## src/rtl/interrupt_responder_pkg.sv

```systemverilog
// Shared definitions for the interrupt responder and its vector calculator.
// Contents: FSM state encoding, default vector-table geometry and widths.
package interrupt_responder_pkg;

    typedef enum logic [1:0] {
        ST_IDLE       = 2'd0,
        ST_WAIT_BND   = 2'd1,
        ST_IN_HANDLER = 2'd2
    } state_t;

    localparam int unsigned DEF_ADDR_W        = 32;
    localparam int unsigned DEF_IRQ_W         = 2;
    localparam logic [31:0] DEF_VECTOR_BASE   = 32'h0000_0100;
    localparam int unsigned DEF_VECTOR_STRIDE = 16;

endpackage

```

## src/rtl/interrupt_responder_vector_calc.sv

```systemverilog
// Combinational vector address: VECTOR_BASE + irq_number * VECTOR_STRIDE,
// wrapping modulo 2^ADDR_W. Kept separate so the CSR block can reuse it.
// Ports:
//   i_IrqNumber  in   IRQ_W    interrupt source number
//   o_Vector     out  ADDR_W   handler entry address
module irq_vector_calc
    import interrupt_responder_pkg::*;
#(
    parameter int unsigned       ADDR_W        = DEF_ADDR_W,
    parameter int unsigned       IRQ_W         = DEF_IRQ_W,
    parameter logic [ADDR_W-1:0] VECTOR_BASE   = ADDR_W'(DEF_VECTOR_BASE),
    parameter int unsigned       VECTOR_STRIDE = DEF_VECTOR_STRIDE
) (
    input  logic [IRQ_W-1:0]  i_IrqNumber,
    output logic [ADDR_W-1:0] o_Vector
);

    logic [ADDR_W-1:0] w_Offset;

    // All terms are ADDR_W wide, so the sum wraps naturally.
    assign w_Offset = ADDR_W'(i_IrqNumber) * ADDR_W'(VECTOR_STRIDE);
    assign o_Vector = VECTOR_BASE + w_Offset;

endmodule

```

## src/rtl/interrupt_responder.sv

```systemverilog
// Core-side end of the interrupt request/acknowledge handshake.
// Takes a request at an instruction boundary, saves the return PC, redirects
// fetch to the vector, and redirects back when the return instruction retires.
// Single level, no nesting. All outputs registered; pulses last one cycle.
// Ports:
//   i_Clk, i_Rst       clock, synchronous active-high reset
//   i_IrqReq           level request from the controller
//   i_IrqNumber        requesting source number
//   i_CoreIntEn        global interrupt enable (gates entry only)
//   i_InstrBoundary    instruction retires this cycle (safe entry point)
//   i_NextPc           PC of the next instruction, valid with i_InstrBoundary
//   i_RetiExec         return-from-interrupt retires this cycle
//   o_AckAttended      pulse on entry
//   o_AckComplete      pulse on return
//   o_Redirect         pulse: fetch loads o_RedirectPc
//   o_RedirectPc       vector on entry, saved PC on return
//   o_InHandler        level: handler running
//   o_ActiveIrq        source being serviced, cleared on return
//   o_Err              pulse: i_RetiExec outside a handler
module interrupt_responder
    import interrupt_responder_pkg::*;
#(
    parameter int unsigned       ADDR_W        = DEF_ADDR_W,
    parameter int unsigned       IRQ_W         = DEF_IRQ_W,
    parameter logic [ADDR_W-1:0] VECTOR_BASE   = ADDR_W'(DEF_VECTOR_BASE),
    parameter int unsigned       VECTOR_STRIDE = DEF_VECTOR_STRIDE
) (
    input  logic              i_Clk,
    input  logic              i_Rst,
    input  logic              i_IrqReq,
    input  logic [IRQ_W-1:0]  i_IrqNumber,
    input  logic              i_CoreIntEn,
    input  logic              i_InstrBoundary,
    input  logic [ADDR_W-1:0] i_NextPc,
    input  logic              i_RetiExec,
    output logic              o_AckAttended,
    output logic              o_AckComplete,
    output logic              o_Redirect,
    output logic [ADDR_W-1:0] o_RedirectPc,
    output logic              o_InHandler,
    output logic [IRQ_W-1:0]  o_ActiveIrq,
    output logic              o_Err
);

    state_t            r_State;
    state_t            w_NextState;
    logic [ADDR_W-1:0] r_SavedPc;
    logic [ADDR_W-1:0] w_Vector;
    logic              w_Take;
    logic              w_Accept;
    logic              w_Return;
    logic              w_Err;

    irq_vector_calc #(
        .ADDR_W        (ADDR_W),
        .IRQ_W         (IRQ_W),
        .VECTOR_BASE   (VECTOR_BASE),
        .VECTOR_STRIDE (VECTOR_STRIDE)
    ) u_vector_calc (
        .i_IrqNumber (i_IrqNumber),
        .o_Vector    (w_Vector)
    );

    always_comb begin
        w_NextState = r_State;
        w_Accept    = 1'b0;
        w_Return    = 1'b0;
        w_Take      = i_IrqReq & i_CoreIntEn;
        unique case (r_State)
            ST_IDLE: begin
                if (w_Take) begin
                    if (i_InstrBoundary) begin
                        w_Accept    = 1'b1;
                        w_NextState = ST_IN_HANDLER;
                    end else begin
                        w_NextState = ST_WAIT_BND;
                    end
                end
            end
            ST_WAIT_BND: begin
                // Withdrawn request or disabled core drops back silently.
                if (!w_Take) begin
                    w_NextState = ST_IDLE;
                end else if (i_InstrBoundary) begin
                    w_Accept    = 1'b1;
                    w_NextState = ST_IN_HANDLER;
                end
            end
            ST_IN_HANDLER: begin
                // Requests are ignored here; a pending one tail-chains from IDLE.
                if (i_RetiExec) begin
                    w_Return    = 1'b1;
                    w_NextState = ST_IDLE;
                end
            end
            default: w_NextState = ST_IDLE;
        endcase
        // Stray return is flagged independently of any entry on the same edge.
        w_Err = i_RetiExec & (r_State != ST_IN_HANDLER);
    end

    always_ff @(posedge i_Clk) begin
        if (i_Rst) begin
            r_State       <= ST_IDLE;
            r_SavedPc     <= '0;
            o_AckAttended <= 1'b0;
            o_AckComplete <= 1'b0;
            o_Redirect    <= 1'b0;
            o_RedirectPc  <= '0;
            o_InHandler   <= 1'b0;
            o_ActiveIrq   <= '0;
            o_Err         <= 1'b0;
        end else begin
            r_State       <= w_NextState;
            o_AckAttended <= w_Accept;
            o_AckComplete <= w_Return;
            o_Redirect    <= w_Accept | w_Return;
            o_Err         <= w_Err;
            if (w_Accept) begin
                r_SavedPc    <= i_NextPc;
                o_RedirectPc <= w_Vector;
                o_ActiveIrq  <= i_IrqNumber;
                o_InHandler  <= 1'b1;
            end else if (w_Return) begin
                o_RedirectPc <= r_SavedPc;
                o_ActiveIrq  <= '0;
                o_InHandler  <= 1'b0;
            end
        end
    end

endmodule

```

## config.mk

```make
export PLATFORM = sky130hd
export DESIGN_NAME = interrupt_responder
export DESIGN_NICKNAME = d
export VERILOG_FILES = /design/src/rtl/interrupt_responder_pkg.sv /design/src/rtl/interrupt_responder_vector_calc.sv /design/src/rtl/interrupt_responder.sv
export SDC_FILE = /design/constraint.sdc
export NUM_CORES = 1
export LEC_CHECK = 0
export ABC_AREA = 1
export ABC_CLOCK_PERIOD_IN_PS = 3470
export CAP_MARGIN = 5
export CORE_MARGIN = 1
export CORE_UTILIZATION = 51
export CTS_CLUSTER_SIZE = 20
export DETAILED_ROUTE_END_ITERATION = 6
export GPL_ROUTABILITY_DRIVEN = 0
export MAX_ROUTING_LAYER = met4
export PLACE_DENSITY_LB_ADDON = 0.25
export SYNTH_ARGS = -nofsm -noshare
export SYNTH_HDL_FRONTEND = slang
export SYNTH_SLANG_ARGS = --single-unit
```

## constraint.sdc

```tcl
create_clock -name i_Clk -period 3.47 [get_ports i_Clk]
set_input_delay 0.694 -clock i_Clk [delete_from_list [all_inputs] [get_ports i_Clk]]
set_output_delay 0.694 -clock i_Clk [all_outputs]
set_load 0.05 [all_outputs]
```

# After elaboration in Yosys (flattened, before gate mapping)
# Index checks and enable logic that the tools add are counted.
# op_classes
addsub,1
eq_ne,6
muxes,17
bitwise,3
reduce_logical,4
# ops
operator,count
$mux W32,2
$mux W2,7
$add A9 B6 Y10 const A,1
$mux W1,7
$ne A2 B2 Y1 const B,3
$pmux W2 S3,1
$ne A3 B3 Y1 const B,1
$reduce_and A3 Y1,1
$and A1 B1 Y1,2
$eq A2 B1 Y1 const B,1
$eq A2 B2 Y1 const B,1
$logic_not A2 Y1,1
$reduce_bool A2 Y1,1
$reduce_or A2 Y1,1
$or A1 B1 Y1,1
# word_totals
ff_bits,73
out_inout_bits,39
word_cells,40

# Logic depth before layout (Yosys ltp)
# depth
depth_word,4
ltp_mapped,8
depth_no_buf,7

# Modules after synthesis
# From an unflattened synthesis, not the netlist that was laid out.
# hier_totals
hier_cells,458
area_unflattened_um2,3279.4
# modules_own_cells
module,n_inst,cells_each,area_per_inst_um2
interrupt_responder,1,424,3031.7
irq_vector_calc,1,34,247.7

# Worst setup path after synthesis
# No wires, ideal clock.
# synth_timing
path_type,in2reg
start,in i_IrqReq
end,reg o_RedirectPc[10]
arrival_time_ns,1.458
required_ns,3.399
setup_slack_ns,1.942
stages,7
path_buffers,2
path_cell_list,nand2_1 > inv_1 > nand2_4 > buf_6 > buf_8 > nand3_2 > a21oi_2
# synth_via
elab_chain_cells,4
elab_cells_between_ends,5
# synth_rtl
item,line_no,text
"start, declared",interrupt_responder.sv:30,"input logic i_IrqReq,"
$and A1 B1 Y1 (*),interrupt_responder.sv:68,w_Take = i_IrqReq & i_CoreIntEn;
$mux W1 (*),interrupt_responder.sv:71,if (w_Take) begin
$mux W1 (*),n/a,
$mux W32 / $reduce_bool A2 Y1 (equally long branches),n/a,
"end signal, assigned",interrupt_responder.sv:121,o_RedirectPc <= w_Vector;
"end signal, assigned",interrupt_responder.sv:125,o_RedirectPc <= r_SavedPc;
"end, declared",interrupt_responder.sv:39,"output logic [ADDR_W-1:0] o_RedirectPc,"
# Every way passes the cells marked *; elsewhere a longest branch is shown, timed or not.
# A chain may end at the register's enable or synchronous reset.

# Worst setup path after layout
# layout_timing
start,in i_IrqReq
end,reg r_SavedPc[8]
# layout_via
elab_chain_cells,3
# layout_rtl
item,line_no,text
$and A1 B1 Y1,interrupt_responder.sv:68,
$mux W1,interrupt_responder.sv:71,
$mux W1,n/a,
"end signal, assigned",interrupt_responder.sv:120,r_SavedPc <= i_NextPc;
"end, declared",interrupt_responder.sv:47,logic [ADDR_W-1:0] r_SavedPc;
# Every way passes these cells.

==> results.toml <==
[status]
run_status = "finished, final reports clean"

[die]
io_pins = 79
die_w_microns = 77.6
core_sq_um = 5510
die_area_sq_um = 6020
die_h_microns = 77.6
row_count = 27
start_util_pct = 53.0

[logic_synthesis]
yosys-top-cells-area = "dfxtp_1 50%, nand3_1 13%, nand2_1 10%"
synth.top_cell.area_share_pct = 50.1
ys_warn_count = 0
yosys.area.top_type = "dfxtp_1"
syn-num-nets = 378
synth_top_flop_cell = "dfxtp_1"
synthArstFlopShare_pct = 0
synth.most_common_cell = "nand2_1"
synth-edff-count = 0
syn_area_sq_um = 2920
yosysSeqAreaShare_pct = 50.1
synth_cells = 338
synth_commonest_cells = "78 x nand2_1, 77 x nand3_1, 73 x dfxtp_1"
synth.avg_cell_area_sq_um = 8.63
synth_seq_cells = 73
synth_cell_types = 23

[hold_path]
whs_path_depth = 2
hp-class = "reg -> reg"
min_to = "r_SavedPc[8]"
min_from = "r_SavedPc[8]"

[clock_tree]
cts_root_buffer = "clkbuf_8"
htreeDepth = 3
cts_resized = 0
cts_buffer_depth = 2
clk_pin_slew_worst_paths_ns = 0.07
clock_latency_ns = 0.33
cts_sinks = 73
ctsHoldBuffers = 0
cts_inserted_buffers = 9
cts_tree = "yes"
cts_setup_buffers = 0

[timing]
fin_crit_ns = 2.25
rsz0062_at_grt = "no"
finalCritPeriodShare_pct = 64.9
clock_skew_ns = 0.00409
fmax_mhz = 444
final_max_slew_viol_count = 0
hold_viol = 0
setup-violations-final = 0
whs_ns = 0.465
setup_tns_ns = 0
slew_headroom_pct = 33.3
worstMarginPinSlew_ns = 1.00

[detailed_routing]
vias_per_cell = 5.21
drt-total-wl_mm = 6.24
dr.pass1.iters = 5
num_vias = 2495
wire_per_inst_microns = 13.0
final_antenna_net_count = 0
drcViolationCount = 0
drt_iter0_drc = 125

[grt]
grt_pass1_wl_mm = 10.2
grt_overflow_total = 0
grt_pass1_vias = 2273
grt_max_degree = 96
track_usage_pct = 22.5
antenna_found_initial = 0

[power]
ir_worst_vdd_v = 0.000300
power_density_nw_per_um2 = 452
leakage_nw = 1.47

[worst_setup_path]
worst-r2r-setup-slack_ns = 1.68
worstSetupEndpointType = "register"
r2r_cells = 4
reg2reg_to = "o_RedirectPc[18]"
critPathArrivalTime_ns = 2.44
critPathLaunch = "i_IrqReq"
crit_fanout = 95
rr_startpoint = "r_State[1]"
crit_type = "in -> reg"
worst_setup_path_start_kind = "primary input"
required_ns = 3.65

[finish]
antennaDiodeCount = 0
drive_above_1_share_pct = 16.0
nNetsFinal = 443
synthToLayoutAreaGrowth_pct = 31.4

[placement]
hpwl_mm = 3.78
io_buffers = 78

[job]
cap_violations = 0
## registers in the layout (all words and copies together), names as in the netlist
register / cells
o_RedirectPc: 32
r_SavedPc: 32
o_ActiveIrq: 2
r_State: 2
o_AckAttended: 1
o_AckComplete: 1
o_Err: 1
o_InHandler: 1
o_Redirect: 1
## metal layers
layer | GRT usage, % | vias up | share of wire, %
met5 | - | - | 0
met4 | 11.5 | 0 | 2.0
met3 | 5.06 | 10 | 4.8
met2 | 36.8 | 74 | 49
met1 | 25.7 | 1159 | 44
li1 | - | 1252 | -
## layout by cell type, fill, tap and decap left out, drive strengths merged
cell type / instances
o21ai: 1
nand2: 80
dfxtp: 73
clkbuf: 12
buf: 3
clkdlybuf4s50: 77
nor2: 11
bufinv: 2
nand3b: 1
inv: 11
nand3: 98
clkinv: 1
a21oi: 35
nor3: 2
## worst max path at each step
stage,to,slack (ns),depth (start not counted)
2_1_floorplan,o_RedirectPc[10],1.94,7
3_3_place_gp,r_SavedPc[8],0.95,6
3_5_place_dp,r_SavedPc[8],0.88,6
4_1_cts,o_RedirectPc[15],1.23,1
5_1_grt,r_SavedPc[8],1.06,6
6_report,r_SavedPc[8],1.22,6
## per-stage QoR
stage / area [sq um] / std cells / power [mW] / worst slack, ns / utilization [%]
after detailed placement: 3620 / 464 / 1.04 / 0.878 / 65.8
after CTS: 3830 / 479 / 1.74 / 1.23 / 69.6
after floorplan: 2920 / 338 / 0.978 / 1.94 / -
final: 3830 / 479 / 1.73 / 1.22 / 69.6
after global placement: 3620 / 464 / 1.04 / 0.949 / 65.8
after global routing: 3830 / 479 / 1.80 / 1.06 / 69.6
## logic make-up after synthesis
group,after synthesis,synth area share [%]
flip-flops,73,50.1
buffers and inverters,37,7.46
AND/OR/NAND/NOR,192,33.7
AO/OA/AOI/OAI,36,8.75
## area by class of cell
cell class                 count  area (sq um)
fill                         485          1680
sequential                    73          1460
clock buffer                  12           145
tap                           72          90.1
timing repair buffer          80           791
multi-input combinational    228          1240
clock inverter                 3          65.1
inverter                      11          41.3
## worst max-delay path: stages
cell and delay [ns]:
clkdlybuf4s50_1 0.46, nand2_1 0.09, inv_1 0.16, nand2_4 0.54
o21ai_0 0.38, a21oi_1 0.06
## power by group
part / total [mW] / switching [mW] / internal, mW
sequential: 0.868 / 0.0102 / 0.858
combinational: 0.152 / 0.0878 / 0.0645
clock: 0.711 / 0.291 / 0.420
Power figures use the tool's default switching activity.
